**src/rtl/btn_pkg.sv**
```systemverilog
// Shared encodings for the button conditioner: FSM state codes and channel indices.
package btn_pkg;

    typedef enum logic [1:0] {
        IDLE         = 2'd0,
        PRESS_WAIT   = 2'd1,
        HELD         = 2'd2,
        RELEASE_WAIT = 2'd3
    } btn_state_t;

    localparam int unsigned BTN_OFF = 0;
    localparam int unsigned BTN_RST = 1;
    localparam int unsigned BTN_PED = 2;

endpackage

```
**src/rtl/debounce_channel.sv**
```systemverilog
// One button channel: 2-flop synchronizer, debounce FSM/counter, pulses and sticky request.
// Long-press counting in HELD is built only when BTN_LONG_PRESS_EN is defined.
module debounce_channel
    import btn_pkg::*;
#(
    parameter int unsigned COUNT_WIDTH     = 24,
    parameter int unsigned DEBOUNCE_CYCLES = 240000,
    parameter int unsigned LONG_CYCLES     = 12000000
) (
    input  logic clk,
    input  logic rst,
    input  logic btn_n,
    input  logic req_clr,
    output logic level,
    output logic press,
    output logic release_pulse,
    output logic req,
    output logic long_press
);

    localparam logic [COUNT_WIDTH-1:0] DB_LAST = COUNT_WIDTH'(DEBOUNCE_CYCLES - 1);

    // Reject parameter sets the counter cannot represent.
    if (DEBOUNCE_CYCLES < 2 || (64'(DEBOUNCE_CYCLES) >> COUNT_WIDTH) != 64'd0) begin : g_bad_debounce
        $error("debounce_channel: DEBOUNCE_CYCLES out of range");
    end
    if (LONG_CYCLES < 2 || (64'(LONG_CYCLES) >> COUNT_WIDTH) != 64'd0) begin : g_bad_long
        $error("debounce_channel: LONG_CYCLES out of range");
    end

`ifdef BTN_LONG_PRESS_EN
    localparam logic [COUNT_WIDTH-1:0] LONG_LAST = COUNT_WIDTH'(LONG_CYCLES - 1);
`endif

    logic [1:0]             sync_q;
    logic                   s;
    btn_state_t             state;
    logic [COUNT_WIDTH-1:0] cnt;

    assign s = sync_q[1];

    // Synchronizer idles at 1 so reset looks like a released button.
    always_ff @(posedge clk or posedge rst) begin
        if (rst) begin
            sync_q <= 2'b11;
        end else begin
            sync_q <= {sync_q[0], btn_n};
        end
    end

    always_ff @(posedge clk or posedge rst) begin
        if (rst) begin
            state         <= IDLE;
            cnt           <= '0;
            level         <= 1'b0;
            press         <= 1'b0;
            release_pulse <= 1'b0;
            req           <= 1'b0;
            long_press    <= 1'b0;
        end else begin
            press         <= 1'b0;
            release_pulse <= 1'b0;
            long_press    <= 1'b0;
            // A live press pulse keeps req set even against a clear.
            req           <= press | (req & ~req_clr);
            case (state)
                IDLE: begin
                    if (!s) begin
                        state <= PRESS_WAIT;
                        cnt   <= '0;
                    end
                end
                PRESS_WAIT: begin
                    if (s) begin
                        state <= IDLE;
                    end else if (cnt == DB_LAST) begin
                        state <= HELD;
                        cnt   <= '0;
                        level <= 1'b1;
                        press <= 1'b1;
                        req   <= 1'b1;
                    end else begin
                        cnt <= cnt + COUNT_WIDTH'(1);
                    end
                end
                HELD: begin
                    if (s) begin
                        state <= RELEASE_WAIT;
                        cnt   <= '0;
                    end
`ifdef BTN_LONG_PRESS_EN
                    // Count parks one past LONG_LAST so each hold pulses once.
                    else if (cnt == LONG_LAST) begin
                        long_press <= 1'b1;
                        cnt        <= cnt + COUNT_WIDTH'(1);
                    end else if (cnt < LONG_LAST) begin
                        cnt <= cnt + COUNT_WIDTH'(1);
                    end
`endif
                end
                RELEASE_WAIT: begin
                    if (!s) begin
                        state <= HELD;
                        cnt   <= '0;
                    end else if (cnt == DB_LAST) begin
                        state         <= IDLE;
                        level         <= 1'b0;
                        release_pulse <= 1'b1;
                    end else begin
                        cnt <= cnt + COUNT_WIDTH'(1);
                    end
                end
                default: begin
                    state <= IDLE;
                    cnt   <= '0;
                end
            endcase
        end
    end

endmodule

```
**src/rtl/button_conditioner.sv**
```systemverilog
// Conditions N_BTN raw active-low buttons into debounced levels, pulses and sticky requests.
// The release output is named release_pulse because release is a reserved word. Optional: BTN_LONG_PRESS_EN.
module button_conditioner
    import btn_pkg::*;
#(
    parameter int unsigned N_BTN           = 3,
    parameter int unsigned COUNT_WIDTH     = 24,
    parameter int unsigned DEBOUNCE_CYCLES = 240000,
    parameter int unsigned LONG_CYCLES     = 12000000
) (
    input  logic             clk,
    input  logic             rst,
    input  logic [N_BTN-1:0] btn_n,
    input  logic [N_BTN-1:0] req_clr,
    output logic [N_BTN-1:0] level,
    output logic [N_BTN-1:0] press,
    output logic [N_BTN-1:0] release_pulse,
    output logic [N_BTN-1:0] req,
    output logic [N_BTN-1:0] long_press
);

    for (genvar g = 0; g < N_BTN; g++) begin : g_chan
        debounce_channel #(
            .COUNT_WIDTH    (COUNT_WIDTH),
            .DEBOUNCE_CYCLES(DEBOUNCE_CYCLES),
            .LONG_CYCLES    (LONG_CYCLES)
        ) u_chan (
            .clk          (clk),
            .rst          (rst),
            .btn_n        (btn_n[g]),
            .req_clr      (req_clr[g]),
            .level        (level[g]),
            .press        (press[g]),
            .release_pulse(release_pulse[g]),
            .req          (req[g]),
            .long_press   (long_press[g])
        );
    end

endmodule

```
**config.mk**
```make
export PLATFORM = sky130hd
export DESIGN_NAME = button_conditioner
export DESIGN_NICKNAME = d
export VERILOG_FILES = /design/src/rtl/btn_pkg.sv /design/src/rtl/debounce_channel.sv /design/src/rtl/button_conditioner.sv
export SDC_FILE = /design/constraint.sdc
export NUM_CORES = 1
export LEC_CHECK = 0
export BUFFER_PORTS_ARGS = -buffer_cell sky130_fd_sc_hd__buf_2
export CAP_MARGIN = 5
export CORE_MARGIN = 3
export CORE_UTILIZATION = 68
export CTS_BUF_LIST = sky130_fd_sc_hd__clkbuf_16
export CTS_CLUSTER_SIZE = 16
export DETAILED_ROUTE_END_ITERATION = 16
export PLACE_DENSITY = 0.89
export SYNTH_ARGS = -nofsm -noshare
export SYNTH_HDL_FRONTEND = slang
export SYNTH_HIERARCHICAL = 1
export SYNTH_SLANG_ARGS = --single-unit
export TNS_END_PERCENT = 20
```
**constraint.sdc**
```tcl
create_clock -name clk -period 4.81 [get_ports clk]
set_clock_uncertainty 0.2 [all_clocks]
set_input_delay 0.2405 -clock clk [delete_from_list [all_inputs] [get_ports clk]]
set_output_delay 0.2405 -clock clk [all_outputs]
set_load 0.01 [all_outputs]
```
Yosys cells after proc, flatten, opt, wreduce, memory -nomap -nowiden

Cells that the tools add are included.

Add/sub/neg operators: 3
Equality and inequality tests: 39
Muxes and demuxes: 81
Bitwise logic cells: 9
Reductions and logical operators: 15

Operator list:

| cell                    | number |
|---|---|
| $mux W24                | 18 |
| $pmux W24 S4            | 3 |
| $add A24 B1 Y24 const B | 3 |
| $eq A24 B18 Y1 const B  | 3 |
| $mux W1                 | 36 |
| $mux W2                 | 18 |
| $ne A2 B1 Y1 const B    | 12 |
| $pmux W2 S4             | 3 |
| $reduce_and A4 Y1       | 6 |
| $ne A3 B3 Y1 const B    | 6 |
| $reduce_and A5 Y1       | 3 |
| $eq A2 B2 Y1 const B    | 6 |
| $ne A2 B2 Y1 const B    | 6 |
| $ne A3 B1 Y1 const B    | 3 |
| $eq A2 B1 Y1 const B    | 3 |
| $logic_not A2 Y1        | 3 |
| $pmux W1 S2             | 3 |
| $reduce_bool A2 Y1      | 3 |
| $and A1 B1 Y1           | 3 |
| $not A1 Y1              | 3 |
| $or A1 B1 Y1            | 3 |

Bits in registers: 96
Input bits: 8
Output and inout bits: 15
Word-level logic and storage cells: 168

Longest topological paths before layout

Gate-level depths: netlist of run 1.

Depth after elaboration: 6
Depth in mapped cells: 9
Mapped depth without buffers: 7

Cells and area by module

The synthesis of run 1 kept the hierarchy.

By module, submodules not included:

| module                                  | times used | cells each | area each (um2) | seq. area each (um2) |
|---|---|---|---|---|
| debounce_channel (g_chan[0].u_chan ...) | 2          | 272        | 2165.8          | 803.3 |
| debounce_channel (g_chan[2].u_chan)     | 1          | 224        | 2058.2          | 803.3 |

Least setup slack after synthesis of run 1

Ideal clock, no wire load.

Path type: reg2reg
Start: reg g_chan[0].u_chan.cnt[0]
End: reg g_chan[0].u_chan.cnt[14]
Setup time: 0.126 ns
Data arrival time: 2.093 ns
Data required time: 4.484 ns
Path slack: 2.391 ns
Stages on the path, launching flop included: 8
Path buffers: 0
Clock period less this slack: 2.419 ns
Path through: dfrtp_1 -> ha_1 -> nand4_2 -> or4_4 -> o21ai_4 -> nor3_2 -> nor3b_1 -> a221o_1

Longest elaborated chain between the ends: 4
Elaborated cells on any way between the ends: 9
Those cells by class: add/sub: 1; eq/ne: 2; mux: 5; reduce/logical: 1

Ends and longest elaborated chain:

| item                                              | line                                            | text |
|---|---|---|
| start: declaration                                | debounce_channel.sv:38                          | `logic [COUNT_WIDTH-1:0] cnt;` |
| start signal: assignment                          | debounce_channel.sv:83                          | `cnt <= cnt + COUNT_WIDTH'(1);` |
| start signal: assignment                          | debounce_channel.sv:110                         | `cnt <= cnt + COUNT_WIDTH'(1);` |
| $add A24 B1 Y24 or $eq A24 B18 Y1 (tied branches) | -                                               |  |
| $mux W24, on equally long branches                | debounce_channel.sv:105, debounce_channel.sv:76 |  |
| $mux W24, on equally long branches                | debounce_channel.sv:102, debounce_channel.sv:74 |  |
| $pmux W24 S4                                      | debounce_channel.sv:66                          | `case (state)` |

Several ways; a longest one is shown, not always the timed one. The select of a mux whose other input is x is not followed.
A chain may end at the register's enable or synchronous reset.

Final worst setup path of run 1

Start: reg g_chan[1].u_chan.cnt[0]
End: reg g_chan[1].u_chan.cnt[15]

Longest elaborated chain between the ends: 4
Elaborated cells on any way between the ends: 9
Those cells by class: add/sub: 1; eq/ne: 2; mux: 5; reduce/logical: 1

Ends and longest elaborated chain:

| item                                              | line |
|---|---|
| start: declaration                                | debounce_channel.sv:38 |
| start signal: assignment                          | debounce_channel.sv:83 |
| start signal: assignment                          | debounce_channel.sv:110 |
| $add A24 B1 Y24 or $eq A24 B18 Y1 (tied branches) | - |
| $mux W24, on equally long branches                | debounce_channel.sv:105, debounce_channel.sv:76 |
| $mux W24, on equally long branches                | debounce_channel.sv:102, debounce_channel.sv:74 |
| $pmux W24 S4                                      | debounce_channel.sv:66 |

Several ways; a longest one is shown, not always the timed one. The select of a mux whose other input is x is not followed.

==> results of run 1 <==
-- registers in the layout (all words and copies together) (netlist names), named ones only --
name / count
g_chan.u_chan/req: 3
g_chan.u_chan/state: 3
g_chan.u_chan/sync_q: 6
g_chan.u_chan/level: 3
g_chan.u_chan/release_pulse: 3
g_chan.u_chan/cnt: 72
g_chan.u_chan/press: 3
-- final cells by class --
cell class                      count  area (um2)
Multi-Input combinational cell    594        3620
Clock inverter                      7        72.6
Timing Repair Buffer               31         200
Inverter                           26        97.6
Clock buffer                        9         225
Sequential cell                    96        2410
Fill cell                         643        2170
Tap cell                          108         135
-- cells by family (layout without fill, tap and decap cells) --
group	after synthesis	in the layout	synth area share (%)
AOI/OAI and AO/OA	224	224	23.2
xor gates and xnor gates	11	11	1.51
adders and majority gates	3	3	0.587
buffers and inverters	78	73	5.62
DFF	96	96	37.7
muxes	9	9	1.43
other	3	3	0.176
and+or+nand+nor	344	344	29.8
-- metrics by stage --
stage	cells	cell area, um2	setup WS (ns)	utilization (%)
finish	871	6760	1.68	75.7
floorplan	768	6390	2.39	-
CTS	871	6760	1.77	75.7
global placement	849	6400	1.94	71.7
detailed placement	849	6400	1.76	71.7
global route	871	6760	1.48	75.7
-- how the worst max path moves through the flow --
| stage | startpoint | to | slack (ns) |
|---|---|---|---|
| 6_report | g_chan[1].u_chan/cnt[0]$_DFFE_PP0P_ | g_chan[1].u_chan/cnt[15]$_DFFE_PP0P_ | 1.68 |
| 4_1_cts | g_chan[1].u_chan/cnt[0]$_DFFE_PP0P_ | g_chan[1].u_chan/cnt[9]$_DFFE_PP0P_ | 1.77 |
| 3_3_place_gp | g_chan[0].u_chan/cnt[0]$_DFFE_PP0P_ | g_chan[0].u_chan/cnt[15]$_DFFE_PP0P_ | 1.94 |
| 2_1_floorplan | g_chan[0].u_chan/cnt[0]$_DFFE_PP0P_ | g_chan[0].u_chan/cnt[14]$_DFFE_PP0P_ | 2.39 |
| 5_1_grt | g_chan[1].u_chan/cnt[0]$_DFFE_PP0P_ | g_chan[1].u_chan/cnt[9]$_DFFE_PP0P_ | 1.48 |
| 3_5_place_dp | g_chan[1].u_chan/cnt[0]$_DFFE_PP0P_ | g_chan[1].u_chan/cnt[6]$_DFFE_PP0P_ | 1.76 |
-- per-layer routing --
metal | GRT usage, % | up-vias
li1 | - | 2858
met1 | 44.7 | 2990
met2 | 49.7 | 384
met3 | 5.41 | 62
met4 | 12.5 | 0
met5 | 0 | -
-- worst min-delay path, stage by stage --
cell     delay (ns)
buf_2          0.10
inv_1          0.06
a211o_1        0.12
-- placed cells by master, fill, tap and decap left out, types with 6 or more instances in the layout --
| master | instances |
|---|---|
| dfrtp_1 | 90 |
| nand2_1 | 82 |
| nor2_1 | 63 |
| o21ai_0 | 52 |
| a21oi_1 | 49 |
| nand3_1 | 41 |
| a31oi_1 | 32 |
| inv_1 | 24 |
| nor3_1 | 24 |
| nand4_1 | 22 |
| o31ai_1 | 21 |
| buf_2 | 19 |
| or4_1 | 15 |
| nor4_1 | 11 |
| and3_1 | 11 |
| clkbuf_16 | 9 |
| o211ai_1 | 9 |
| nor3b_1 | 9 |
| xnor2_1 | 9 |
| a22o_1 | 8 |
| mux2i_1 | 8 |
| or3_1 | 7 |
| nor4b_1 | 6 |
| or2_2 | 6 |
| a22oi_1 | 6 |
| nand2b_1 | 6 |
| a211oi_1 | 6 |
| buf_4 | 6 |
| dfstp_2 | 6 |
| dlygate4sd3_1 | 6 |
-- power groups by stage --
| stage | registers, W | logic [W] | clock network, W |
|---|---|---|---|
| 4_1_cts | 0.000880 | 0.000130 | 0.000732 |
| 3_5_place_dp | 0.000894 | 0.000125 | 0 |
| 6_report | 0.000882 | 0.000131 | 0.000722 |
| 3_3_place_gp | 0.000892 | 0.000119 | 0 |
| 2_1_floorplan | 0.000867 | 0.000115 | 0 |
| 5_1_grt | 0.000886 | 0.000146 | 0.000762 |
==> flow_summary.json, run 1 <==
{
  "cp_max_fo": 12,
  "path_buf_inv": 0,
  "diodes": 0,
  "cp-start-kind": "flip-flop",
  "p_comb_share_pct": 7.5,
  "totalWireLength_um": 16500,
  "powerDensity_nw_per_um2": 256,
  "cts_made_buffers": 9,
  "postSynth.asyncResetShare_pct": 100,
  "max-cap-violations": 0,
  "antenna_found_initial": 0,
  "vias": 6294,
  "antenna_left": 0,
  "fin_hold_ws_ns": 0.00872,
  "intPower_w": 0.00128,
  "synth_area_leaders": "dfrtp_1 35%, nand2_1 4.8%, o21ai_0 4.1%",
  "clock_sinks": 96,
  "routed.top_layer": "met4",
  "rr_endpoint": "g_chan[1].u_chan/cnt[15]$_DFFE_PP0P_",
  "via_per_inst": 7.23,
  "avgSynthCellArea_um2": 8.32,
  "rsz0062_at_grt": "false",
  "ios": 23,
  "finalNetCount": 769,
  "syn_nets": 779,
  "postCtsHoldBufs": 6,
  "crit_path_end_kind": "flip-flop",
  "cts_setup_buffers": 0,
  "status": "completed",
  "wl_met1_um": 6910,
  "synth-seq-area-share_pct": 37.7,
  "p_leak_nw": 2.66,
  "swShare_pct": 26.2,
  "synth_top_area_cell": "dfrtp_1",
  "power.switching_w": 0.000454,
  "worst_pin_slew_ns": 1.20,
  "fp.dieH_um": 103,
  "crit_path_max_incr_delay_ns": 0.95,
  "crit_family": "simple AND/OR/NAND/NOR gates",
  "tritoncts": "done",
  "ys_seq_elements": 96,
  "ff2ff_setup_slack_ns": 1.68,
  "grt_max_degree": 35,
  "min_period_ns": 3.13,
  "hold_class": "primary input to flip-flop",
  "drc_errors": 0,
  "cp.depth": 7,
  "worstSetupPathType": "flip-flop to flip-flop",
  "crit_arrival_ns": 3.19,
  "setup_tns_ns": 0,
  "first_iter_violations": 711,
  "crit_required_ns": 4.86,
  "p_clk_share_pct": 41.6,
  "setup_viol_count_final": 0,
  "ctsResizeCount": 0,
  "worstReg2RegStart": "g_chan[1].u_chan/cnt[0]$_DFFE_PP0P_",
  "hold_viol_final": 0,
  "seq_power_share_pct": 50.8,
  "maxClockFrequency_mhz": 319,
  "synth_top_cell_area_share_pct": 35.2,
  "clk_pin_slew_ns": 0.07,
  "netlist_instances": 768,
  "dr_wl_met2_um": 7760,
  "synth_warnings": 6,
  "drive_gt1_share_pct": 10.2,
  "reg2regPathDepth": 7,
  "max-slew-margin-rel_pct": 19.5,
  "synth_flop_cell": "dfrtp_1",
  "die_area_um2": 10600,
  "clk_path_buf_depth": 2,
  "dr_wl_met3_um": 1470,
  "holdPathEnd": "g_chan[1].u_chan/req$_DFF_PP0_",
  "cp_cell_sequence": "ha_1 -> nand4_2 -> or2_2 -> nor3_1 -> o211ai_1 -> o31a_1 -> o221ai_1",
  "min_from": "req_clr[1]",
  "cts_root_buffer": "clkbuf_16",
  "grt_usage_pct": 31.9,
  "slew_viol_final": 0,
  "cp_slowest_cell": "nor3_1",
  "htreeDepth": 3,
  "grt_pass1_wl_um": 27400,
  "ir_drop_mv": 0.258,
  "placementRows": 34,
  "dp_hpwl_um": 11200,
  "synthesis.area_um2": 6390,
  "yosys.cell_types.count": 74,
  "power_w": 0.00173,
  "yosysMostFrequentCell": "dfrtp_1",
  "synth_common_cells": "90 x dfrtp_1, 82 x nand2_1, 63 x nor2_1",
  "grt_pass1_vias": 5839,
  "drt_first_pass_iters": 5,
  "area_growth_syn_to_layout_pct": 5.82,
  "wire_per_inst_um": 19.0,
  "fp.dieW_um": 103,
  "port_buffers": 19,
  "synth_edf_count": 0,
  "clk_latency_ns": 0.34,
  "gp_congestion": 0.977,
  "start_util_pct": 71.5,
  "hold_depth": 3,
  "design.core.area_um2": 8930,
  "global_route.overflow_total": 0,
  "min_period_over_period_pct": 65.1
}
(Power assumes the default switching activity.)
==> run 2, diff against run 1 <==
CORE_UTILIZATION = 57   (was 68)
PLACE_DENSITY = 0.8   (was 0.89)
clock period = 2.6 ns   (was 4.81 ns; I/O delays follow)
==> flow_summary.json, run 2 (synthesized netlist as in run 1, its figures left out) <==
{
  "status": "completed",
  "finalNetCount": 809,
  "reg.largest.list": "g_chan.u_chan/cnt (72), g_chan.u_chan/sync_q (6)",
  "antenna_left": 0,
  "first_iter_violations": 694,
  "clk_path_buf_depth": 2,
  "ff2ff_setup_slack_ns": 0.12,
  "dpl_worst_slack_ns": 0.0864,
  "final_common_cell": "dfrtp_1",
  "clk_latency_ns": 0.35,
  "crit_path_max_incr_delay_ns": 0.57,
  "fp.dieH_um": 112,
  "power_w": 0.00319,
  "grt_max_degree": 34,
  "tritoncts": "done",
  "worstSetupPathType": "flip-flop to flip-flop",
  "gp_congestion": 0.965,
  "crit_path_end_kind": "flip-flop",
  "largest_reg_flops": 72,
  "totalWireLength_um": 17000,
  "grt_pass1_wl_um": 28700,
  "clk_pin_slew_ns": 0.07,
  "max-cap-violations": 0,
  "wire_per_inst_um": 18.0,
  "max-slew-margin-rel_pct": 49.7,
  "vias": 6328,
  "setup_tns_ns": 0,
  "cp-start-kind": "flip-flop",
  "worstReg2RegStart": "g_chan[1].u_chan/cnt[1]$_DFFE_PP0P_",
  "cp_slowest_cell": "or4_4",
  "crit_required_ns": 2.64,
  "cts_made_buffers": 9,
  "placed_cell_area_um2": 6710,
  "global_route.overflow_total": 0,
  "slew_viol_final": 0,
  "cts_root_buffer": "clkbuf_16",
  "port_buffers": 19,
  "clock_sinks": 96,
  "min_period_over_period_pct": 95.4,
  "regMostFlops": "g_chan.u_chan/cnt",
  "area_growth_syn_to_layout_pct": 10.9,
  "min_from": "g_chan[1].u_chan/sync_q[0]$_DFF_PP1_",
  "die_area_um2": 12500,
  "start_util_pct": 58.7,
  "layout_setup_ws_ns": 0.120,
  "rsz0062_at_grt": "false",
  "diodes": 0,
  "worst_pin_slew_ns": 0.746,
  "fp.dieW_um": 112,
  "placementRows": 38,
  "design.core.area_um2": 10900,
  "antenna_found_initial": 0,
  "grt_usage_pct": 27.6,
  "crit_start": "g_chan[1].u_chan/cnt[1]$_DFFE_PP0P_",
  "fin_util_pct": 65.1,
  "crit_arrival_ns": 2.52,
  "drive_gt1_share_pct": 14.2,
  "grt_pass1_vias": 5930,
  "htreeDepth": 3,
  "cp_max_fo": 6,
  "ios": 23,
  "maxClockFrequency_mhz": 403,
  "drt_first_pass_iters": 6,
  "min_period_ns": 2.48,
  "powerDensity_nw_per_um2": 450,
  "cp_cell_sequence": "ha_1 -> nand4_2 -> or4_4 -> o21ai_4 -> buf_4 -> nor3_2 -> nor3b_1 -> a221o_1",
  "dp_hpwl_um": 11700,
  "setup_viol_count_final": 0,
  "drc_errors": 0,
  "via_per_inst": 6.71,
  "final_area_um2": 7090,
  "ir_drop_mv": 0.403,
  "layout_common_cells": "89 x dfrtp_1, 82 x nand2_1, 63 x nor2_1",
  "hold_viol_final": 0,
  "hold_class": "flip-flop to flip-flop",
  "p_leak_nw": 2.86
}
[run 2: changes by cell type in the layout (fill, tap and decap cells not counted)]
cell           before  now
inv_1              24   25
clkinv_1            1    4
buf_4               6   45
dlygate4sd3_1       6    7
inv_6               1    0
clkinv_2            1    0
clkinv_4            2    0
dfrtp_1            90   89
dfrtp_2             0    1
[run 2: layout make-up]
type | instances | area (um2)
timing repair buffer | 71 | 503
clock buffer | 9 | 225
tap | 140 | 175
inverter | 26 | 97.6
multi-input combinational | 594 | 3620
sequential | 96 | 2410
clock inverter | 7 | 56.3
fill | 889 | 3800
[run 2: through the flow]
step	cells	hold slack, ns
after global routing	943	0.161
after detailed placement	916	0.0388
after global placement	916	0.0350
final	943	0.157
after floorplan	768	-0.0655
after CTS	939	0.156
[run 2: worst paths after layout]
kind,to,depth (start not counted)
max,g_chan[1].u_chan/cnt[14]$_DFFE_PP0P_,8
min,g_chan[1].u_chan/sync_q[1]$_DFF_PP1_,0
max reg2reg,g_chan[1].u_chan/cnt[14]$_DFFE_PP0P_,8
min reg2reg,g_chan[1].u_chan/sync_q[1]$_DFF_PP1_,0
max in group asynchronous,g_chan[1].u_chan/sync_q[1]$_DFF_PP1_,4
min in group asynchronous,g_chan[1].u_chan/cnt[15]$_DFFE_PP0P_,3
[run 2: repair_timing]
item | 4_1_cts | 5_1_grt
endpoints found under the hold margin | 81 | 0
setup endpoints to repair | 0 | 15
buffers inserted | 0 | 4
hold buffers | 7 | 0
resized for setup | 0 | 1
[run 2: critical path, delay by kind of cell, from the launching register on]
family	cells	cell delay, ns
fa+ha+maj	1	0.22
flops	1	0.43
buf+inv	1	0.16
simple gates	4	0.91
compound gates	2	0.45
[run 2: power breakdown]
| group | switching, W | internal (W) |
|---|---|---|
| registers | 0.0000749 | 0.00154 |
| logic | 0.000179 | 0.000106 |
| clock network | 0.000561 | 0.000729 |
| total | 0.000815 | 0.00237 |
[run 2: per-layer routing]
metal	track usage [%]	vias up	wire length [um]
li1	-	2945	-
met1	38.5	3037	7400
met2	42.4	307	7980
met3	6.20	39	1310
met4	9.81	0	337
met5	0	-	0
